**config.mk**
```make
export PLATFORM = sky130hd
export DESIGN_NAME = l1a_addr_sched
export DESIGN_NICKNAME = d
export VERILOG_FILES = /design/src/rtl/dcfeb_ring_pkg.sv /design/src/rtl/l1a_addr_fifo.sv /design/src/rtl/l1a_addr_sched.sv
export SDC_FILE = /design/constraint.sdc
export NUM_CORES = 1
export LEC_CHECK = 0
export ABC_AREA = 0
export CORE_MARGIN = 5
export CORE_UTILIZATION = 60
export DETAILED_ROUTE_END_ITERATION = 8
export HOLD_SLACK_MARGIN = 0.05
export PLACE_DENSITY_LB_ADDON = 0.05
export REMOVE_ABC_BUFFERS = 1
export SLEW_MARGIN = 20
export SYNTH_ARGS = -nofsm -noshare
export SYNTH_HDL_FRONTEND = slang
export SYNTH_SLANG_ARGS = --single-unit
```
**constraint.sdc**
```tcl
create_clock -name CLK -period 3.9 [get_ports CLK]
set_input_delay 0.975 -clock CLK [delete_from_list [all_inputs] [get_ports CLK]]
set_output_delay 0.975 -clock CLK [all_outputs]
set_load 0.01 [all_outputs]
```
**src/rtl/dcfeb_ring_pkg.sv**
```systemverilog
// ============================================================================
// dcfeb_ring_pkg : shared ring-buffer defaults and L1A scheduler state codes
// Rev 1.0
// ============================================================================
`default_nettype none

package dcfeb_ring_pkg;

  localparam int c_AW_DEF    = 12;
  localparam int c_DEPTH_DEF = 8;

  typedef enum logic [1:0] {
    ST_IDLE   = 2'b00,
    ST_READY  = 2'b01,
    ST_BUSY   = 2'b10,
    ST_RETIRE = 2'b11
  } sched_state_t;

endpackage

`default_nettype wire

```
**src/rtl/l1a_addr_fifo.sv**
```systemverilog
// ============================================================================
// l1a_addr_fifo : ring start-address queue, plain push/pop/occupancy storage
// Rev 1.0
// ============================================================================
`default_nettype none

module l1a_addr_fifo
  import dcfeb_ring_pkg::*;
#(
  parameter int AW    = c_AW_DEF,
  parameter int DEPTH = c_DEPTH_DEF
) (
  input  logic                     CLK,
  input  logic                     RST,
  input  logic                     i_push,
  input  logic                     i_pop,
  input  logic [AW-1:0]            i_din,
  output logic [AW-1:0]            o_head,
  output logic [$clog2(DEPTH):0]   o_count,
  output logic                     o_empty,
  output logic                     o_full
);

  localparam int PW = $clog2(DEPTH);
  localparam int CW = PW + 1;

  logic [AW-1:0] r_mem [DEPTH];
  logic [PW-1:0] r_wptr;
  logic [PW-1:0] r_rptr;
  logic [CW-1:0] r_count;

  // Storage carries no reset; entries are only read while the count covers them.
  always_ff @(posedge CLK) begin
    if (i_push) r_mem[r_wptr] <= i_din;
  end

  always_ff @(posedge CLK or posedge RST) begin
    if (RST) begin
      r_wptr  <= '0;
      r_rptr  <= '0;
      r_count <= '0;
    end else begin
      if (i_push) r_wptr <= r_wptr + 1'b1;
      if (i_pop)  r_rptr <= r_rptr + 1'b1;
      case ({i_push, i_pop})
        2'b10:   r_count <= r_count + 1'b1;
        2'b01:   r_count <= r_count - 1'b1;
        default: r_count <= r_count;
      endcase
    end
  end

  assign o_head  = r_mem[r_rptr];
  assign o_count = r_count;
  assign o_empty = (r_count == '0);
  assign o_full  = (r_count == CW'(DEPTH));

endmodule

`default_nettype wire

```
**src/rtl/l1a_addr_sched.sv**
```systemverilog
// ============================================================================
// l1a_addr_sched : queues pretrigger-corrected ring addresses per L1A and hands
// them to the transfer FSM. Optional macro L1A_MATCH_FILTER_EN: push only
// matched L1As. Rev 1.0
// ============================================================================
`default_nettype none

module l1a_addr_sched
  import dcfeb_ring_pkg::*;
#(
  parameter int AW    = c_AW_DEF,
  parameter int DEPTH = c_DEPTH_DEF
) (
  input  logic          CLK,
  input  logic          RST,
  input  logic          L1A,
  input  logic          L1A_MATCH,
  input  logic [AW-1:0] RING_WADDR,
  input  logic [6:0]    PRE_SAMP,
  input  logic          LD_ADDR,
  input  logic          NXT_L1A,
  output logic [AW-1:0] START_ADDR,
  output logic          L1A_BUF_MT,
  output logic          L1A_BUF_FULL,
  output logic          OVFL,
  output logic          PROT_ERR,
  output logic [7:0]    DROP_CNT,
  output logic [1:0]    SCHED_STATE
);

  localparam int CW = $clog2(DEPTH) + 1;

  sched_state_t  r_state;
  sched_state_t  w_state_nxt;
  logic [AW-1:0] w_push_addr;
  logic [AW-1:0] w_head;
  logic [AW-1:0] r_start_addr;
  logic [CW-1:0] w_count;
  logic          w_empty;
  logic          w_full;
  logic          w_cand;
  logic          w_pop;
  logic          w_drop;
  logic          w_push;
  logic          w_load;
  logic          w_prot;
  logic          r_ovfl;
  logic          r_prot_err;
  logic [7:0]    r_drop_cnt;

`ifdef L1A_MATCH_FILTER_EN
  assign w_cand = L1A & L1A_MATCH;
`else
  // Match qualifier is a don't-care in this build; OR-ing with 1 keeps the port referenced.
  assign w_cand = L1A & (L1A_MATCH | 1'b1);
`endif

  assign w_push_addr = RING_WADDR - AW'(PRE_SAMP);
  assign w_pop       = (r_state == ST_BUSY) & NXT_L1A;
  assign w_load      = (r_state == ST_READY) & LD_ADDR;
  // A pop in the same cycle frees the slot, so a full queue still accepts.
  assign w_drop      = w_cand & w_full & ~w_pop;
  assign w_push      = w_cand & ~w_drop;
  assign w_prot      = (LD_ADDR & (r_state != ST_READY)) | (NXT_L1A & (r_state != ST_BUSY));

  l1a_addr_fifo #(
    .AW    (AW),
    .DEPTH (DEPTH)
  ) u_fifo (
    .CLK     (CLK),
    .RST     (RST),
    .i_push  (w_push),
    .i_pop   (w_pop),
    .i_din   (w_push_addr),
    .o_head  (w_head),
    .o_count (w_count),
    .o_empty (w_empty),
    .o_full  (w_full)
  );

  always_ff @(posedge CLK or posedge RST) begin
    if (RST) r_state <= ST_IDLE;
    else     r_state <= w_state_nxt;
  end

  always_comb begin
    w_state_nxt = r_state;
    case (r_state)
      ST_IDLE:   if (w_count != '0) w_state_nxt = ST_READY;
      ST_READY:  if (LD_ADDR)       w_state_nxt = ST_BUSY;
      ST_BUSY:   if (NXT_L1A)       w_state_nxt = ST_RETIRE;
      ST_RETIRE: w_state_nxt = (w_count != '0) ? ST_READY : ST_IDLE;
      default:   w_state_nxt = ST_IDLE;
    endcase
  end

  always_ff @(posedge CLK or posedge RST) begin
    if (RST) begin
      r_start_addr <= '0;
      r_ovfl       <= 1'b0;
      r_prot_err   <= 1'b0;
      r_drop_cnt   <= '0;
    end else begin
      if (w_load) r_start_addr <= w_head;
      if (w_drop) r_ovfl <= 1'b1;
      if (w_prot) r_prot_err <= 1'b1;
      if (w_drop && (r_drop_cnt != 8'hFF)) r_drop_cnt <= r_drop_cnt + 8'd1;
    end
  end

  assign START_ADDR   = r_start_addr;
  assign L1A_BUF_MT   = w_empty;
  assign L1A_BUF_FULL = w_full;
  assign OVFL         = r_ovfl;
  assign PROT_ERR     = r_prot_err;
  assign DROP_CNT     = r_drop_cnt;
  assign SCHED_STATE  = r_state;

endmodule

`default_nettype wire

```
==> results_dict.tcl, run 1 <==
set metrics [dict create \
    status "finished clean" \
    final_cell_mix "96 x edfxtp_1, 49 x clkdlybuf4s50_1, 33 x dfrtp_1" \
    htreeDepth 4 \
    clockBufferDepth 2 \
    ant_nets 0 \
    rsz0062_at_grt "no" \
    max-slew-margin-rel_pct 35.2 \
    ctsResizeCount 0 \
    grt_util_all_layers_pct 20.9 \
    setup_ws_ns 0.745 \
    initial_core_util_pct 61.3 \
    peakVddDrop_mv 0.345 \
    drc 0 \
    ys_seq_area_share_pct 65.9 \
    r2r.worst_path.cells 7 \
    cp.arrival_ns 2.18 \
    cts_tree "built" \
    setup_viol 0 \
    fin_setup_tns_ns 0 \
    ys_types 46 \
    area_growth_pct 22.6 \
    antenna_found_initial 0 \
    syn_inst 361 \
    drt_pre_antenna_iters 4 \
    slew_violations 0 \
    power_density_nw_per_um2 735 \
    synth_top_area_share_pct 50.9 \
    grt_pass1_wl_um 17700 \
    hp-class "reg2reg" \
    endpoint_kind "primary output" \
    tightest_slew_ns 0.972 \
    vias_per_cell 5.72 \
    grt_max_degree 27 \
    layout-drive-gt1-share_pct 18.2 \
    comb_power_share_pct 27.0 \
    layoutNonFillerInstCount 568 \
    grt_pass1_vias 3385 \
    drt-initial-drc-count 327 \
    die_h_um 107 \
    clk_latency_ns 0.52 \
    ys_warn_count 0 \
    cts-root-buf "clkbuf_8" \
    leakagePower_nw 2.57 \
    cts_buffers 17 \
    finish.utilization_pct 75.2 \
    routedWlPerCell_um 19.2 \
    place_ws_ns 0.362 \
    critPathMaxStageDelay_ns 0.64 \
    wl_um 10900 \
    place_inst 536 \
    crit_type "reg2out" \
    clkTransAtPathRegs_ns 0.06 \
    dieArea_sq_um 11500 \
    vias 3250 \
    final_nets 468 \
    power_frac_clock_pct 30.9 \
    fmax_mhz 317 \
    crit_chain "nor4_1 -> clkdlybuf4s50_1" \
    grt-ovfl-total 0 \
    ys_ff_latch 130 \
    synth_area_sq_um 5670 \
    fp.dieW_um 107 \
    synth_flop_cell "edfxtp_1" \
    ios 51 \
    syn_area_per_cell_sq_um 15.7 \
    fin_worst_skew_ns 0.0148 \
    yosysTopAreaCell "edfxtp_1" \
    required_ns 2.92 \
    synthTopCellsByArea "edfxtp_1 51%, dfrtp_1 15%, mux4_2 9.5%" \
    setup.worst_path.start_class "flop" \
    n_antenna_cell 0 \
    min_delay_path_depth 1 \
    total_power_mw 5.11 \
    routabilityCongestion 0.832 \
    crit_slowest_cell "clkdlybuf4s50_1" \
    critPathMaxFanout 7 \
    dp_hpwl_um 6810 \
    synthArstFlopShare_pct 26.2 \
    final.min_clock_period_ns 3.16 \
    final_common_cell "edfxtp_1" \
    seqPwrFrac_pct 42.1 \
    port_buffers 49 \
    core_sq_um 9240 \
    final.fill_count 583 \
    postCtsHoldBufs 0 \
    clock_sink_count 130 \
    period_share_pct 80.9 \
    rows 35 \
    cts_setup_buffers 0 \
    cap_violations 0 \
    p_sw_mw 1.53 \
    sw_frac_of_total_pct 29.9 \
    hold_viol_final 0 \
    intPower_mw 3.58 \
    synth_edf_count 96 \
]
[path summary, 6_finish.rpt]
| kind | to | from | slack [ns] |
|---|---|---|---|
| worst max-delay path | L1A_BUF_MT | u_fifo.o_count[1] | 0.74 |
| worst min register to register | OVFL | OVFL | 0.49 |
| worst min-delay path | OVFL | OVFL | 0.49 |
| max in group asynchronous | u_fifo.r_rptr[1] | RST | 2.26 |
| min in group asynchronous | OVFL | RST | 0.91 |
| worst max register to register | u_fifo.r_mem[0][7] | SCHED_STATE[0] | 1.55 |
[routing by layer]
layer,up-vias,global-route usage [%],part of all wire [%]
met4,0,7.21,0.90
met2,106,35.7,51
met1,1636,26.1,42
met5,-,0,0
li1,1500,-,-
met3,8,5.36,6.3
[power groups by stage]
stage / combinational (mW) / clock [mW] / sequential (mW)
finish: 1.38 / 1.58 / 2.15
global route: 1.52 / 1.67 / 2.20
CTS: 1.41 / 1.60 / 2.15
detailed placement: 1.39 / 0 / 2.17
global placement: 1.36 / 0 / 2.15
floorplan: 0.836 / 0 / 2.16
[cell type report]
type	count	area (sq um)	area share, %
clock inverter	14	178	2.56
sequential	130	3730	53.7
clock buffer	18	418	6.01
inverter	19	71.3	1.03
tap	129	161	2.32
timing repair buffer	62	588	8.46
multi-input combinational	196	1800	25.9
[sequential cells by signal, indices dropped and copies added, names as in the netlist]
signal          cells
u_fifo.r_mem       96
DROP_CNT            8
SCHED_STATE         2
u_fifo.o_count      4
OVFL                1
PROT_ERR            1
u_fifo.r_rptr       3
u_fifo.r_wptr       3
START_ADDR         12
[metrics by stage]
| stage | area (sq um) | hold slack, ns |
|---|---|---|
| finish | 6950 | 0.486 |
| global route | 6950 | 0.500 |
| CTS | 6950 | 0.493 |
| detailed placement | 6350 | 0.481 |
| global placement | 6350 | 0.448 |
| floorplan | 5600 | 0.466 |
[critical path, delay by kind of cell (launching register included)]
| family | cells | cell delay (ns) |
|---|---|---|
| buf+inv | 1 | 0.64 |
| simple gates | 1 | 0.57 |
| flops | 1 | 0.46 |
[cells by family after synthesis]
group           count (synthesis)  synth area share [%]
mux                            41                  12.6
buf+inv                        35                  2.41
flops                         130                  65.9
compound gates                 44                  5.48
xor+xnor                       21                  3.25
fa+ha+maj                      17                  3.89
simple gates                   73                  6.47
[cells in the mapped netlist (2+ instances only)]
cell and n:
xor2_1 9, nor3_2 2, nor2b_1 3, nor4_1 2, edfxtp_1 96, mux4_2 24
xnor2_1 12, o21ai_0 2, clkbuf_1 10, nand3_1 8, inv_1 19, nand2_1 10
nor3_1 7, mux2_2 5, buf_2 4, ha_1 16, mux2i_1 12, buf_1 2
nor2_1 29, o221ai_1 2, and2_1 2, nand2b_1 5, a21oi_1 21, o31ai_1 4
dfrtp_1 34
(Power assumes the default switching activity.)
==> run 2: changes to the inputs <==
- CORE_UTILIZATION: 60 -> 52
- clock period: 3.9 -> 2.9 ns (I/O delays scaled with it)
==> run 2 against run 1 <==
Compared with the run above: cell area increased by 3.5%; first-iteration DRC count decreased by 20%; clock-buffer cell count decreased by 1; core utilization decreased by 8.3 points; sequential cell count unchanged; critical path depth increased by 1; clock skew decreased by 0.010 ns; via count increased by 0.31%; register-to-register slack got worse by 0.87 ns; worst hold slack got worse by 0.018 ns; worst setup slack got worse by 0.55 ns.
==> results_dict.tcl, run 2 (synthesis results as in run 1) <==
set metrics [dict create \
    vias 3260 \
    clockBufferDepth 2 \
    status "finished clean" \
    met2WireLength_um 5590 \
    layout-drive-gt1-share_pct 21.8 \
    fp.dieW_um 114 \
    endpoint_kind "primary output" \
    fmax_mhz 369 \
    grt_pass1_vias 3358 \
    die_h_um 114 \
    fin_worst_skew_ns 0.00470 \
    hp-class "reg2reg" \
    critPathBufInv 2 \
    largest_register_ffs 96 \
    drt-initial-drc-count 261 \
    largest_register "u_fifo.r_mem" \
    clkTransAtPathRegs_ns 0.06 \
    holdWs_ns 0.467 \
    period_share_pct 93.3 \
    setup_viol 0 \
    htreeDepth 4 \
    finish.utilization_pct 66.9 \
    ctsResizeCount 0 \
    area_growth_pct 26.9 \
    dieArea_sq_um 13100 \
    cts_buffers 17 \
    clk_latency_ns 0.51 \
    clock_sink_count 130 \
    cp_num_cells 3 \
    final.fill_count 804 \
    cts_tree "built" \
    place_ws_ns -0.234 \
    leakagePower_nw 2.67 \
    critPathMaxStageDelay_ns 0.53 \
    port_buffers 49 \
    wl_um 10700 \
    crit_slowest_cell "clkdlybuf4s50_1" \
    drc 0 \
    slew_violations 0 \
    tightest_slew_ns 0.849 \
    vias_per_cell 5.44 \
    final_nets 488 \
    routedWlPerCell_um 17.8 \
    crit_type "reg2out" \
    ios 51 \
    r2r.worst_path.cells 8 \
    required_ns 2.17 \
    max-slew-margin-rel_pct 43.4 \
    hold_viol_final 0 \
    final_cell_mix "96 x edfxtp_1, 49 x clkdlybuf4s50_1, 34 x dfrtp_1" \
    ant_nets 0 \
    peakVddDrop_mv 0.405 \
    critPathMaxFanout 7 \
    crit_family "buffers and inverters" \
    grt-ovfl-total 0 \
    core_sq_um 10700 \
    placed_area_sq_um 6590 \
    setup.worst_path.start_class "flop" \
    rows 38 \
    final_area_sq_um 7190 \
    route.met3.wl_um 549 \
    grt_pass1_wl_um 17500 \
    grt_max_degree 35 \
    cts_setup_buffers 0 \
    antenna_found_initial 0 \
    grt_util_all_layers_pct 18.1 \
    fin_setup_tns_ns 0 \
    final.min_clock_period_ns 2.71 \
    crit_chain "nor4_1 -> buf_4 -> clkdlybuf4s50_1" \
    cap_violations 0 \
    power_density_nw_per_um2 964 \
    cts-root-buf "clkbuf_8" \
    n_antenna_cell 0 \
    cp.arrival_ns 1.98 \
    dp_hpwl_um 6910 \
    min_delay_path_depth 1 \
    final_common_cell "edfxtp_1" \
    drt_pre_antenna_iters 4 \
    met1Wirelength_um 4350 \
    routabilityCongestion 0.850 \
    initial_core_util_pct 52.7 \
    postCtsHoldBufs 0 \
    routed.top_layer "met4" \
    setup_ws_ns 0.193 \
    rsz0062_at_grt "no" \
]
run 2: worst paths after layout:
kind | slack [ns] | end | startpoint
max reg2reg | 0.68 | u_fifo.r_mem[1][5] | SCHED_STATE[0]
max | 0.19 | L1A_BUF_MT | u_fifo.o_count[1]
min in group asynchronous | 0.63 | DROP_CNT[7] | RST
max in group asynchronous | 1.95 | START_ADDR[9] | RST
min reg2reg | 0.47 | OVFL | OVFL
min | 0.47 | OVFL | OVFL
run 2: layout make-up:
cell class,count,area (sq um),share of cell area [%]
clock buffers,17,414,5.76
clock inverters,15,185,2.58
inverters,19,71.3,0.992
multi-input cells,196,1800,25.0
flip-flops and latches,130,3730,51.9
well taps,140,175,2.44
repair buffers,82,813,11.3
run 2: report_power, final:
| group | internal, mW | switching, mW | total, mW |
|---|---|---|---|
| Sequential | 2.47 | 0.326 | 2.80 |
| Combinational | 1.11 | 0.922 | 2.03 |
| Clock | 1.32 | 0.790 | 2.11 |
| Total | 4.89 | 2.04 | 6.93 |
run 2: stage by stage:
stage / power [mW] / std cells
global placement: 4.83 / 567
CTS: 7.03 / 599
detailed placement: 4.90 / 567
floorplan: 4.03 / 345
global route: 7.34 / 599
finish: 6.93 / 599
run 2: routing by layer:
layer | vias to the layer above | global-route usage, %
met5 | - | 0
met4 | 0 | 7.13
met1 | 1623 | 22.4
met3 | 10 | 3.86
li1 | 1544 | -
met2 | 83 | 31.2
